<file path="src/rtl/cdb_arbiter.sv">
// Common-data-bus arbiter: grants one result producer per cycle (fixed priority
// with aging, or round-robin) and broadcasts its word, optionally registered.
module cdb_arbiter #(
  parameter int N_UNITS  = 3,
  parameter int CDB_W    = 40,
  parameter int RR       = 0,
  parameter int MAX_WAIT = 8,
  parameter int OUT_REG  = 1
) (
  input  logic                          clk,
  input  logic                          nrst,
  input  logic                          flush,
  input  logic [N_UNITS-1:0][CDB_W-1:0] i_cdb,
  input  logic [N_UNITS-1:0]            i_valid,
  output logic [N_UNITS-1:0]            o_ready,
  output logic [CDB_W-1:0]              o_cdb,
  output logic                          o_cdb_valid,
  output logic [$clog2(N_UNITS)-1:0]    o_grant_id
);
  localparam int ID_W = $clog2(N_UNITS);

  logic [ID_W-1:0]    ptr;
  logic [N_UNITS-1:0] aged;
  logic [ID_W-1:0]    pick;
  logic               grant_en;
  logic [CDB_W-1:0]   sel_cdb;
  logic [ID_W-1:0]    sel_id;

  // Modular add that wraps at N_UNITS, so non-power-of-two counts never reach unused indices.
  function automatic logic [ID_W-1:0] wrap_add(input logic [ID_W-1:0] base, input int offset);
    int sum;
    sum = int'(base) + offset;
    if (sum >= N_UNITS) sum = sum - N_UNITS;
    return ID_W'(sum);
  endfunction

  always_comb begin
    pick = '0;
    if (RR != 0) begin
      for (int i = N_UNITS - 1; i >= 0; i--)
        if (i_valid[wrap_add(ptr, i)]) pick = wrap_add(ptr, i);
    end else begin
      for (int i = N_UNITS - 1; i >= 0; i--)
        if (i_valid[i]) pick = ID_W'(i);
      // Aged requesters override plain priority; the later loop wins.
      for (int i = N_UNITS - 1; i >= 0; i--)
        if (i_valid[i] && aged[i]) pick = ID_W'(i);
    end
  end

  assign grant_en = nrst & ~flush & (|i_valid);
  assign o_ready  = grant_en ? (N_UNITS'(1) << pick) : '0;
  assign sel_cdb  = grant_en ? i_cdb[pick] : '0;
  assign sel_id   = grant_en ? pick : '0;

  generate
    if (RR == 0 && MAX_WAIT > 0) begin : g_aging
      localparam int WAIT_W = $clog2(MAX_WAIT + 1);
      logic [WAIT_W-1:0] wait_cnt [N_UNITS];

      always_ff @(posedge clk or negedge nrst) begin
        if (!nrst) begin
          for (int k = 0; k < N_UNITS; k++) wait_cnt[k] <= '0;
        end else if (!flush) begin
          for (int k = 0; k < N_UNITS; k++) begin
            if (!i_valid[k] || o_ready[k])
              wait_cnt[k] <= '0;
            else if (wait_cnt[k] != WAIT_W'(MAX_WAIT))
              wait_cnt[k] <= wait_cnt[k] + WAIT_W'(1);
          end
        end
      end

      always_comb begin
        aged = '0;
        for (int k = 0; k < N_UNITS; k++)
          aged[k] = (wait_cnt[k] == WAIT_W'(MAX_WAIT));
      end
    end else begin : g_no_aging
      assign aged = '0;
    end

    if (RR != 0) begin : g_rr_ptr
      always_ff @(posedge clk or negedge nrst) begin
        if (!nrst)
          ptr <= '0;
        else if (grant_en)
          ptr <= wrap_add(pick, 1);
      end
    end else begin : g_no_ptr
      assign ptr = '0;
    end

    if (OUT_REG != 0) begin : g_out_reg
      // A flush clears grant_en, so the register loads an invalid, zeroed word.
      always_ff @(posedge clk or negedge nrst) begin
        if (!nrst) begin
          o_cdb       <= '0;
          o_cdb_valid <= 1'b0;
          o_grant_id  <= '0;
        end else begin
          o_cdb       <= sel_cdb;
          o_cdb_valid <= grant_en;
          o_grant_id  <= sel_id;
        end
      end
    end else begin : g_out_comb
      assign o_cdb       = sel_cdb;
      assign o_cdb_valid = grant_en;
      assign o_grant_id  = sel_id;
    end
  endgenerate

endmodule

</file>
<file path="config.mk">
export PLATFORM = sky130hd
export DESIGN_NAME = cdb_arbiter
export DESIGN_NICKNAME = d
export VERILOG_FILES = /design/src/rtl/cdb_arbiter.sv
export SDC_FILE = /design/constraint.sdc
export NUM_CORES = 1
export LEC_CHECK = 0
export ABC_CLOCK_PERIOD_IN_PS = 4300
export BUFFER_PORTS_ARGS = -buffer_cell sky130_fd_sc_hd__buf_2
export CAP_MARGIN = 0
export CORE_UTILIZATION = 42
export DETAILED_ROUTE_END_ITERATION = 16
export MAX_ROUTING_LAYER = met4
export PLACE_DENSITY = 0.84
export SLEW_MARGIN = 0
export SYNTH_ARGS = -nofsm -noshare
export SYNTH_HDL_FRONTEND = slang
export SYNTH_SLANG_ARGS = --single-unit
</file>
<file path="constraint.sdc">
create_clock -name clk -period 4.3 [get_ports clk]
set_input_delay 0.645 -clock clk [delete_from_list [all_inputs] [get_ports clk]]
set_output_delay 0.645 -clock clk [all_outputs]
set_load 0.02 [all_outputs]
</file>
==> flow_summary.toml <==
[timing]
min_period_ns = 3.07
worst_pin_slew_ns = 0.678
finalSetupViolCount = 0
skew_ns = 0.0105
setup_ws_ns = 1.23
holdWs_ns = 0.522
max_slew_margin_pct = 54.8
hold_viol = 0
drv_slew = 0
rsz0062_at_grt = "no"
layout_worst_path_cycle_share_pct = 71.3
fmax_ghz = 0.326
fin_tns_setup_ns = 0

[setup_path]
cp_max_fo = 27
worstSetupStartpoint = "g_aging.wait_cnt[0]$_DFFE_PN0P_"
ff2ff_path_depth = 8
worst_setup_path_end_kind = "output pin"
r2r-start = "g_aging.wait_cnt[0]$_DFFE_PN0P_"
critical_path.startpoint_type = "flop"
r2r_end = "o_cdb[15]$_DFF_PN0_"
critPathKind = "reg -> out"
cp.arrival_ns = 2.42
critPathRequiredTime_ns = 3.65
r2r_slack_ns = 2.07

[clock_network]
cts_tree = "built"
clk_path_buf_depth = 2
root_buffer = "clkbuf_8"
cts_resized = 0
clk_pin_slew_ns = 0.10
ctsHoldBuffers = 0
h-tree-depth = 2
clkLatencyLatePin_ns = 0.31
cts_buffers = 5
clock-sinks = 55
post_cts_buffers = 0

[global_route]
grt_pass1_wl_um = 10900
grt_max_degree = 56
track_usage_pct = 21.8
grt-ovfl-total = 0
grt_antenna_before_repair = 0
grt_pass1_vias = 2474

[floorplanning]
io_pins = 172
die_area_mm2 = 0.00681
die_y_um = 82.5
initial_core_util_pct = 44.7
fp.coreArea_mm2 = 0.00610
die_x_um = 82.5
rows = 28

[synthesis]
avgSynthCellArea_um2 = 9.17
yosysWarnings = 0
synth_flop_cell = "dfrtp_1"
async_flop_share_pct = 100
synth.distinct_cells = 40
seq_area_frac_synth_pct = 50.5
syn_nets = 429
synth_area_mm2 = 0.00272
ys_ff_latch = 55
synth_edf_count = 0
synthCells = 297

[cells_and_area]
final.fill_count = 537
drive_above_1_share_pct = 42.0
nets = 594
layout_commonest_cell = "buf_2"
antennaDiodeCount = 0
area_growth_pct = 35.0
final_cell_mix = "buf_2 (171), nand2_1 (63), dfrtp_1 (55)"

[power]
pwr-share-clk_pct = 22.7
p_int_w = 0.000809
powerDensity_mw_per_mm2 = 324
combPwrFrac_pct = 26.8
max-vdd-ir-drop_uv = 172
power_frac_seq_pct = 50.4
p_leak_nw = 2.07
p_sw_share_pct = 32.2
switchingPower_w = 0.000384

[detailed_routing]
wl_um = 7550
drtIter0Drc = 161
wl_per_cell_um = 14.1
vias_per_cell = 5.28
first_pass_iters = 4
post-route-drc-count = 0
drtAntennaViolNets = 0
via_count = 2833

[placement]
place_hpwl_um = 5730
port_buffers = 171
place_congestion = 0.817
place_ws_ns = 1.36

[outcome]
status = "complete, no violations"

[min_path]
hold_path_depth = 3
hp-start = "i_cdb[35]"
holdPathEnd = "o_cdb[35]$_DFF_PN0_"
min_path_type = "in -> reg"

[job]
maxCapViolCount = 0
-- cell type report --
type	instances	area [µm²]	share of cell area, %
flip-flops and latches	55	1380	37.4
multi-input cells	216	1210	32.9
repair buffers	174	878	23.9
well taps	75	93.8	2.55
clock buffers	5	68.8	1.87
inverters	10	37.5	1.02
clock inverters	2	13.8	0.374
-- cells in the mapped netlist, types with 2 or more instances --
master	instances	share of area (%)
o21ai_0	23	4.2
nand3_1	4	0.73
ha_1	6	2.8
buf_4	2	0.55
nand2_1	63	8.7
nor3_1	33	6.1
a22o_1	2	0.64
buf_2	8	1.5
a22oi_1	27	7.4
nor2_1	22	3.0
a21oi_1	7	1.3
clkbuf_1	3	0.41
or2_2	2	0.46
dfrtp_1	55	51
nor2_4	2	0.83
nand4b_1	2	0.64
inv_1	9	1.2
buf_6	3	1.2
o22ai_1	3	0.69
-- power groups by stage --
stage	sequential, W	clock [W]	combinational (W)
after floorplan	0.000645	0	0.000153
after global placement	0.000607	0	0.000309
after detailed placement	0.000611	0	0.000320
after CTS	0.000600	0.000281	0.000321
after global routing	0.000609	0.000302	0.000356
final	0.000601	0.000271	0.000320
-- cells by family after synthesis --
logic type / Yosys count / synth area share (%)
DFF: 55 / 50.5
AOI/OAI and AO/OA: 69 / 17.0
adders and majority gates: 6 / 2.76
and+or+nand+nor: 140 / 24.2
buffers and inverters: 26 / 5.05
muxes: 1 / 0.413
-- routing by layer --
metal  vias to the layer above  part of all wire (%)  wire (µm)  global-route usage (%)
li1                       1359                     -          -                       -
met1                      1314                    38       2860                    23.9
met2                       142                    52       3930                    38.5
met3                        18                   8.3        624                    4.84
met4                         0                   1.7        127                    8.10
met5                         -                     0          0                       -
-- worst max path at each step --
| stage | end |
|---|---|
| after floorplan | o_ready[0] |
| final | o_ready[2] |
| after global placement | o_ready[0] |
| after detailed placement | o_ready[0] |
| after CTS | o_ready[2] |
| after global routing | o_ready[2] |
-- metrics by stage --
step / total power [W] / util [%] / cells / cell area, µm²
floorplan: 0.000799 / - / 297 / 2720
global placement: 0.000916 / 59.0 / 530 / 3600
detailed placement: 0.000931 / 59.0 / 530 / 3600
CTS: 0.00120 / 60.3 / 537 / 3680
global route: 0.00127 / 60.3 / 537 / 3680
finish: 0.00119 / 60.3 / 537 / 3680
-- state kept, by name, summed over array words and instances (netlist names) --
name	flops
o_cdb_valid	1
o_cdb	40
g_aging.wait_cnt	12
o_grant_id	2
-- critical path, stage by stage, from the launching register on --
cell and delay (ns):
dfrtp_1 0.44, inv_1 0.08, ha_1 0.15, and3b_1 0.34, o2111ai_2 0.39, nor2_2 0.18
buf_4 0.30, buf_2 0.23
No activity file was read; power rests on OpenSTA's default activity.
